**src/rtl/serial_subtractor.sv**
```systemverilog
// Bit-serial unsigned/two's-complement subtractor: one full-subtractor step per
// clock, LSB first, with borrow-out and signed-overflow flags latched at the end.
module serial_subtractor #(
  parameter int WIDTH = 4
) (
  input  logic             clk,
  input  logic             rst,
  input  logic             start,
  input  logic [WIDTH-1:0] a,
  input  logic [WIDTH-1:0] b,
  output logic             busy,
  output logic             done,
  output logic [WIDTH-1:0] diff,
  output logic             borrow,
  output logic             ovf
);

  localparam int CW = $clog2(WIDTH) + 1;
  localparam logic [CW-1:0] LAST_BIT = CW'(WIDTH);

  localparam logic [1:0] IDLE  = 2'd0;
  localparam logic [1:0] SHIFT = 2'd1;
  localparam logic [1:0] DONE  = 2'd2;

  logic [1:0]       state_q, state_d;
  logic [CW-1:0]    cnt_q, cnt_d;
  logic [WIDTH-1:0] aSr_q, aSr_d;
  logic [WIDTH-1:0] bSr_q, bSr_d;
  logic [WIDTH-1:0] dSr_q, dSr_d;
  logic             bin_q, bin_d;
  logic             aMsb_q, aMsb_d;
  logic             bMsb_q, bMsb_d;
  logic [WIDTH-1:0] diff_q, diff_d;
  logic             borrow_q, borrow_d;
  logic             ovf_q, ovf_d;

  logic bitDiff;
  logic bitBout;

  assign bitDiff = aSr_q[0] ^ bSr_q[0] ^ bin_q;
  assign bitBout = (~aSr_q[0] & bSr_q[0]) | (~(aSr_q[0] ^ bSr_q[0]) & bin_q);

  always_comb begin
    state_d  = state_q;
    cnt_d    = cnt_q;
    aSr_d    = aSr_q;
    bSr_d    = bSr_q;
    dSr_d    = dSr_q;
    bin_d    = bin_q;
    aMsb_d   = aMsb_q;
    bMsb_d   = bMsb_q;
    diff_d   = diff_q;
    borrow_d = borrow_q;
    ovf_d    = ovf_q;

    case (state_q)
      IDLE: begin
        if (start) begin
          aSr_d   = a;
          bSr_d   = b;
          aMsb_d  = a[WIDTH-1];
          bMsb_d  = b[WIDTH-1];
          dSr_d   = '0;
          bin_d   = 1'b0;
          cnt_d   = '0;
          state_d = SHIFT;
        end
      end
      SHIFT: begin
        // Once all bits are in, spend one more SHIFT cycle publishing the result.
        if (cnt_q == LAST_BIT) begin
          diff_d   = dSr_q;
          borrow_d = bin_q;
          ovf_d    = (aMsb_q != bMsb_q) && (dSr_q[WIDTH-1] != aMsb_q);
          state_d  = DONE;
        end else begin
          aSr_d = aSr_q >> 1;
          bSr_d = bSr_q >> 1;
          dSr_d = {bitDiff, dSr_q[WIDTH-1:1]};
          bin_d = bitBout;
          cnt_d = cnt_q + CW'(1);
        end
      end
      DONE: begin
        state_d = IDLE;
      end
      default: begin
        state_d = IDLE;
      end
    endcase
  end

  always_ff @(posedge clk) begin
    if (rst) begin
      state_q  <= IDLE;
      cnt_q    <= '0;
      aSr_q    <= '0;
      bSr_q    <= '0;
      dSr_q    <= '0;
      bin_q    <= 1'b0;
      aMsb_q   <= 1'b0;
      bMsb_q   <= 1'b0;
      diff_q   <= '0;
      borrow_q <= 1'b0;
      ovf_q    <= 1'b0;
    end else begin
      state_q  <= state_d;
      cnt_q    <= cnt_d;
      aSr_q    <= aSr_d;
      bSr_q    <= bSr_d;
      dSr_q    <= dSr_d;
      bin_q    <= bin_d;
      aMsb_q   <= aMsb_d;
      bMsb_q   <= bMsb_d;
      diff_q   <= diff_d;
      borrow_q <= borrow_d;
      ovf_q    <= ovf_d;
    end
  end

  assign busy   = (state_q != IDLE);
  assign done   = (state_q == DONE);
  assign diff   = diff_q;
  assign borrow = borrow_q;
  assign ovf    = ovf_q;

endmodule

```
**config.mk**
```make
export PLATFORM = sky130hd
export DESIGN_NAME = serial_subtractor
export DESIGN_NICKNAME = d
export VERILOG_FILES = /design/src/rtl/serial_subtractor.sv
export SDC_FILE = /design/constraint.sdc
export NUM_CORES = 1
export LEC_CHECK = 0
export CAP_MARGIN = 30
export CORE_UTILIZATION = 25
export DETAILED_ROUTE_END_ITERATION = 8
export GPL_ROUTABILITY_DRIVEN = 0
export SYNTH_ARGS = -nofsm -noshare
export SYNTH_HDL_FRONTEND = slang
export SYNTH_SLANG_ARGS = --single-unit
```
**constraint.sdc**
```tcl
create_clock -name clk -period 2.1 [get_ports clk]
set_clock_uncertainty 0.1 [all_clocks]
set_input_delay 0.42 -clock clk [delete_from_list [all_inputs] [get_ports clk]]
set_output_delay 0.42 -clock clk [all_outputs]
set_load 0.02 [all_outputs]
```
==> metrics.csv <==
stage,metric,value,unit
floorplan,Die W,68.8,um
critical_path,flop-to-flop setup slack,0.37,ns
critical_path,"Req. time, crit path",1.58,ns
floorplan,starting density of the core,0.269,
timing,final worst-path cycle share,0.935,
drt,DR iter-0 viols,48,
min_path,hold crit path type,reg2reg,
logic_synthesis,sequential share of the synthesized area,0.466,
drt,final WL,2300,um
layout,n_diodes,0,
critical_path,FF-to-FF Start,cnt_q[0],
power_and_ir_drop,total power,1.03,mW
place,HPWL Detailed,1710,um
clock_network,Hold Buf Count CTS,0,
logic_synthesis,Post-synth EDFFs,0,
drt,routed metal-1 wirelength,1150,um
logic_synthesis,syn nets,131,
drt,DR WL/cell,12.4,um
clock_network,CTS Buf Count,3,
layout,P&R area growth vs syn,27.8,%
logic_synthesis,"Warnings, synthesis",0,
min_path,Min-Delay Startpoint,bSr_q[1],
logic_synthesis,Post-Syn Instances,117,
place,input/output buffers,18,
clock_network,post-CTS resize count,1,
power_and_ir_drop,combinational power share,0.095,
clock_network,clock latency at the later pin of the worst-skew pair,0.27,ns
min_path,hold worst-path end,bSr_q[1],
drt,via count,895,
logic_synthesis,Synth area leaders,"dfxtp_1, mux2i_1, a21oi_1, o2bb2ai_1, o21ai_0",
critical_path,RR Endpoint,dSr_q[3],
job,Max-cap violations,0,
critical_path,arrival time worst endpoint,1.44,ns
global_routing,first-pass GRT wire length,3770,um
min_path,hold path cells,1,
drt,drt first pass iters,4,
layout,Final #Nets,151,
timing,Worst Tran Pin Value,0.480,ns
power_and_ir_drop,leak pwr,0.561,nW
critical_path,highest-delay cell along the critical path,clkdlybuf4s50_1,
power_and_ir_drop,Reg power frac,0.508,
critical_path,WS Path Type,reg2out,
timing,Period minus WS final,1.96,ns
critical_path,type of origin of the critical path,flop,
layout,Final Instance Count excl. Fillers,186,
logic_synthesis,prevailing post-synth register cell,dfxtp_1,
timing,RSZ-0062 raised after global routing,no,
floorplan,Core ar.,0.00414,sq mm
timing,setup_tns,0,ns
logic_synthesis,Synth Register Bits,26,
power_and_ir_drop,peak supply drop,0.000230,V
logic_synthesis,top-area cell type share of the netlist area,0.466,
critical_path,worst r2r path cells,5,
drt,vias per std cell,4.81,
place,placed insts,182,
logic_synthesis,Yosys cell types,28,
drt,DR DRC count,0,
floorplan,DIE HEIGHT,68.8,um
drt,DR WL met2,1030,um
logic_synthesis,Avg Synthesized Cell Area,9.54,sq um
logic_synthesis,"Async S/R FF share, synth",0,
timing,max-slew violations,0,
run_status,status,"finished, final reports clean",
global_routing,largest net degree at the start of global routing,16,
layout,share of post-route cells with drive strength above 1,0.103,
clock_network,clock root buffer master,clkbuf_8,
floorplan,num rows,23,
floorplan,die area,0.00474,sq mm
critical_path,Crit path largest cell delay,0.59,ns
critical_path,"Max FO, Critical Path",10,
clock_network,"CTS clk-pin slew, worst paths",0.09,ns
drt,DR top layer,met4,
logic_synthesis,Mapped Area,0.00112,sq mm
floorplan,I/O pins,19,
power_and_ir_drop,clock share of power,0.397,
global_routing,GRT overflow,0,
power_and_ir_drop,Sw Ratio,0.211,
clock_network,CTS tree,done,
power_and_ir_drop,P_sw,0.218,mW
clock_network,Post-CTS Repair Setup Buffers,0,
power_and_ir_drop,PwrDens,724,mW/mm^2
timing,Max Clk Rate,509,MHz
timing,Hold WS,0.367,ns
timing,max_slew headroom,0.680,
global_routing,initial antenna violation count,0,
timing,"Setup violations, final",0,
global_routing,Total Routing Usage GR,0.106,
power_and_ir_drop,Pint,0.815,mW
drt,met3 routed WL,56,um
timing,Fin. Hold Viols,0,
critical_path,crit path cell chain,nor2_1 -> inv_1 -> clkdlybuf4s50_1,
global_routing,vias in the first global route,837,
clock_network,Sink Count,26,
drt,Routed Antenna Nets,0,
logic_synthesis,cell accounting for the most synthesized area,dfxtp_1,
critical_path,Critical Path End Type,output pin,
clock_network,Clock Path Buffers,2,
clock_network,H-tree depth,1,
[power groups by stage]
stage / logic (mW) / clock network [mW] / registers (mW)
5_1_grt: 0.109 / 0.439 / 0.528
3_3_place_gp: 0.0963 / 0 / 0.536
4_1_cts: 0.0986 / 0.422 / 0.525
6_report: 0.0981 / 0.410 / 0.525
3_5_place_dp: 0.0982 / 0 / 0.536
2_1_floorplan: 0.0640 / 0 / 0.530
[state kept, by name (all words and copies together), names as in the netlist]
signal and cells:
bSr_q 4, bin_q 1, cnt_q 3, aSr_q 4
state_q 2, borrow 1, aMsb_q 1, bMsb_q 1
dSr_q 4, ovf 1, diff 4
[cells in the final DEF, fill, tap and decap left out, drive strengths merged, types with 2 or more instances in the layout]
cell type,count
a21oi,14
mux2i,11
clkbuf,3
a211oi,2
nor2b,3
ha,2
buf,4
dfxtp,26
o21ai,9
o2bb2ai,6
nor2,9
nand3,4
clkdlybuf4s50,18
nand2,3
nand4,5
inv,5
[per-stage QoR]
step / cell area, sq um / util / worst slack, ns
2_1_floorplan: 1120 / - / 0.493
3_3_place_gp: 1350 / 0.326 / 0.197
3_5_place_dp: 1350 / 0.326 / 0.165
4_1_cts: 1430 / 0.344 / 0.0803
5_1_grt: 1430 / 0.344 / 0.0589
6_report: 1430 / 0.344 / 0.136
[worst max-delay path, delay by kind of cell, from the launching register on]
kind	cells	cell delay [ns]
AND/OR/NAND/NOR	1	0.09
buffers and inverters	2	0.65
flip-flops	1	0.43
[metal layers]
metal	vias to the layer above	GRT usage
met4	0	0.0612
met5	-	0
met1	418	0.139
met2	15	0.173
li1	458	-
met3	4	0.00493
[how the worst max path moves through the flow]
stage | to | start | cells after the start | slack, ns
global placement | dSr_q[3] | start | 4 | 0.20
finish | busy | state_q[0] | 3 | 0.14
detailed placement | dSr_q[3] | start | 4 | 0.17
global route | busy | state_q[0] | 3 | 0.06
floorplan | dSr_q[3] | aSr_q[0] | 4 | 0.49
CTS | busy | state_q[1] | 3 | 0.08
[Yosys cell counts (2+ instances only)]
library cell / count
dfxtp_1: 26
ha_1: 2
a21oi_1: 14
nand2_1: 3
nor2b_1: 3
buf_2: 2
nand4_1: 5
o21ai_0: 9
mux2i_1: 11
o2bb2ai_1: 6
nor2_1: 9
clkbuf_1: 3
nand3_1: 4
a211oi_1: 2
inv_1: 5
[cell families (layout without fill, tap and decap cells)]
kind of cell,count (synthesis),count (layout),share of synthesized area
adders and majority gates,3,3,0.0404
and+or+nand+nor,31,31,0.159
AOI/OAI and AO/OA,34,34,0.186
buffers and inverters,12,31,0.0493
muxes,11,11,0.0987
DFF,26,26,0.466
[layout make-up]
type	count	area, sq um
Inverter	5	18.8
Clock buffer	3	41.3
Multi-Input combinational cell	79	541
Fill cell	432	2720
Sequential cell	26	523
Clock inverter	1	30.0
Timing Repair Buffer	22	210
Tap cell	50	62.6
No activity file was read; power rests on OpenSTA's default activity.
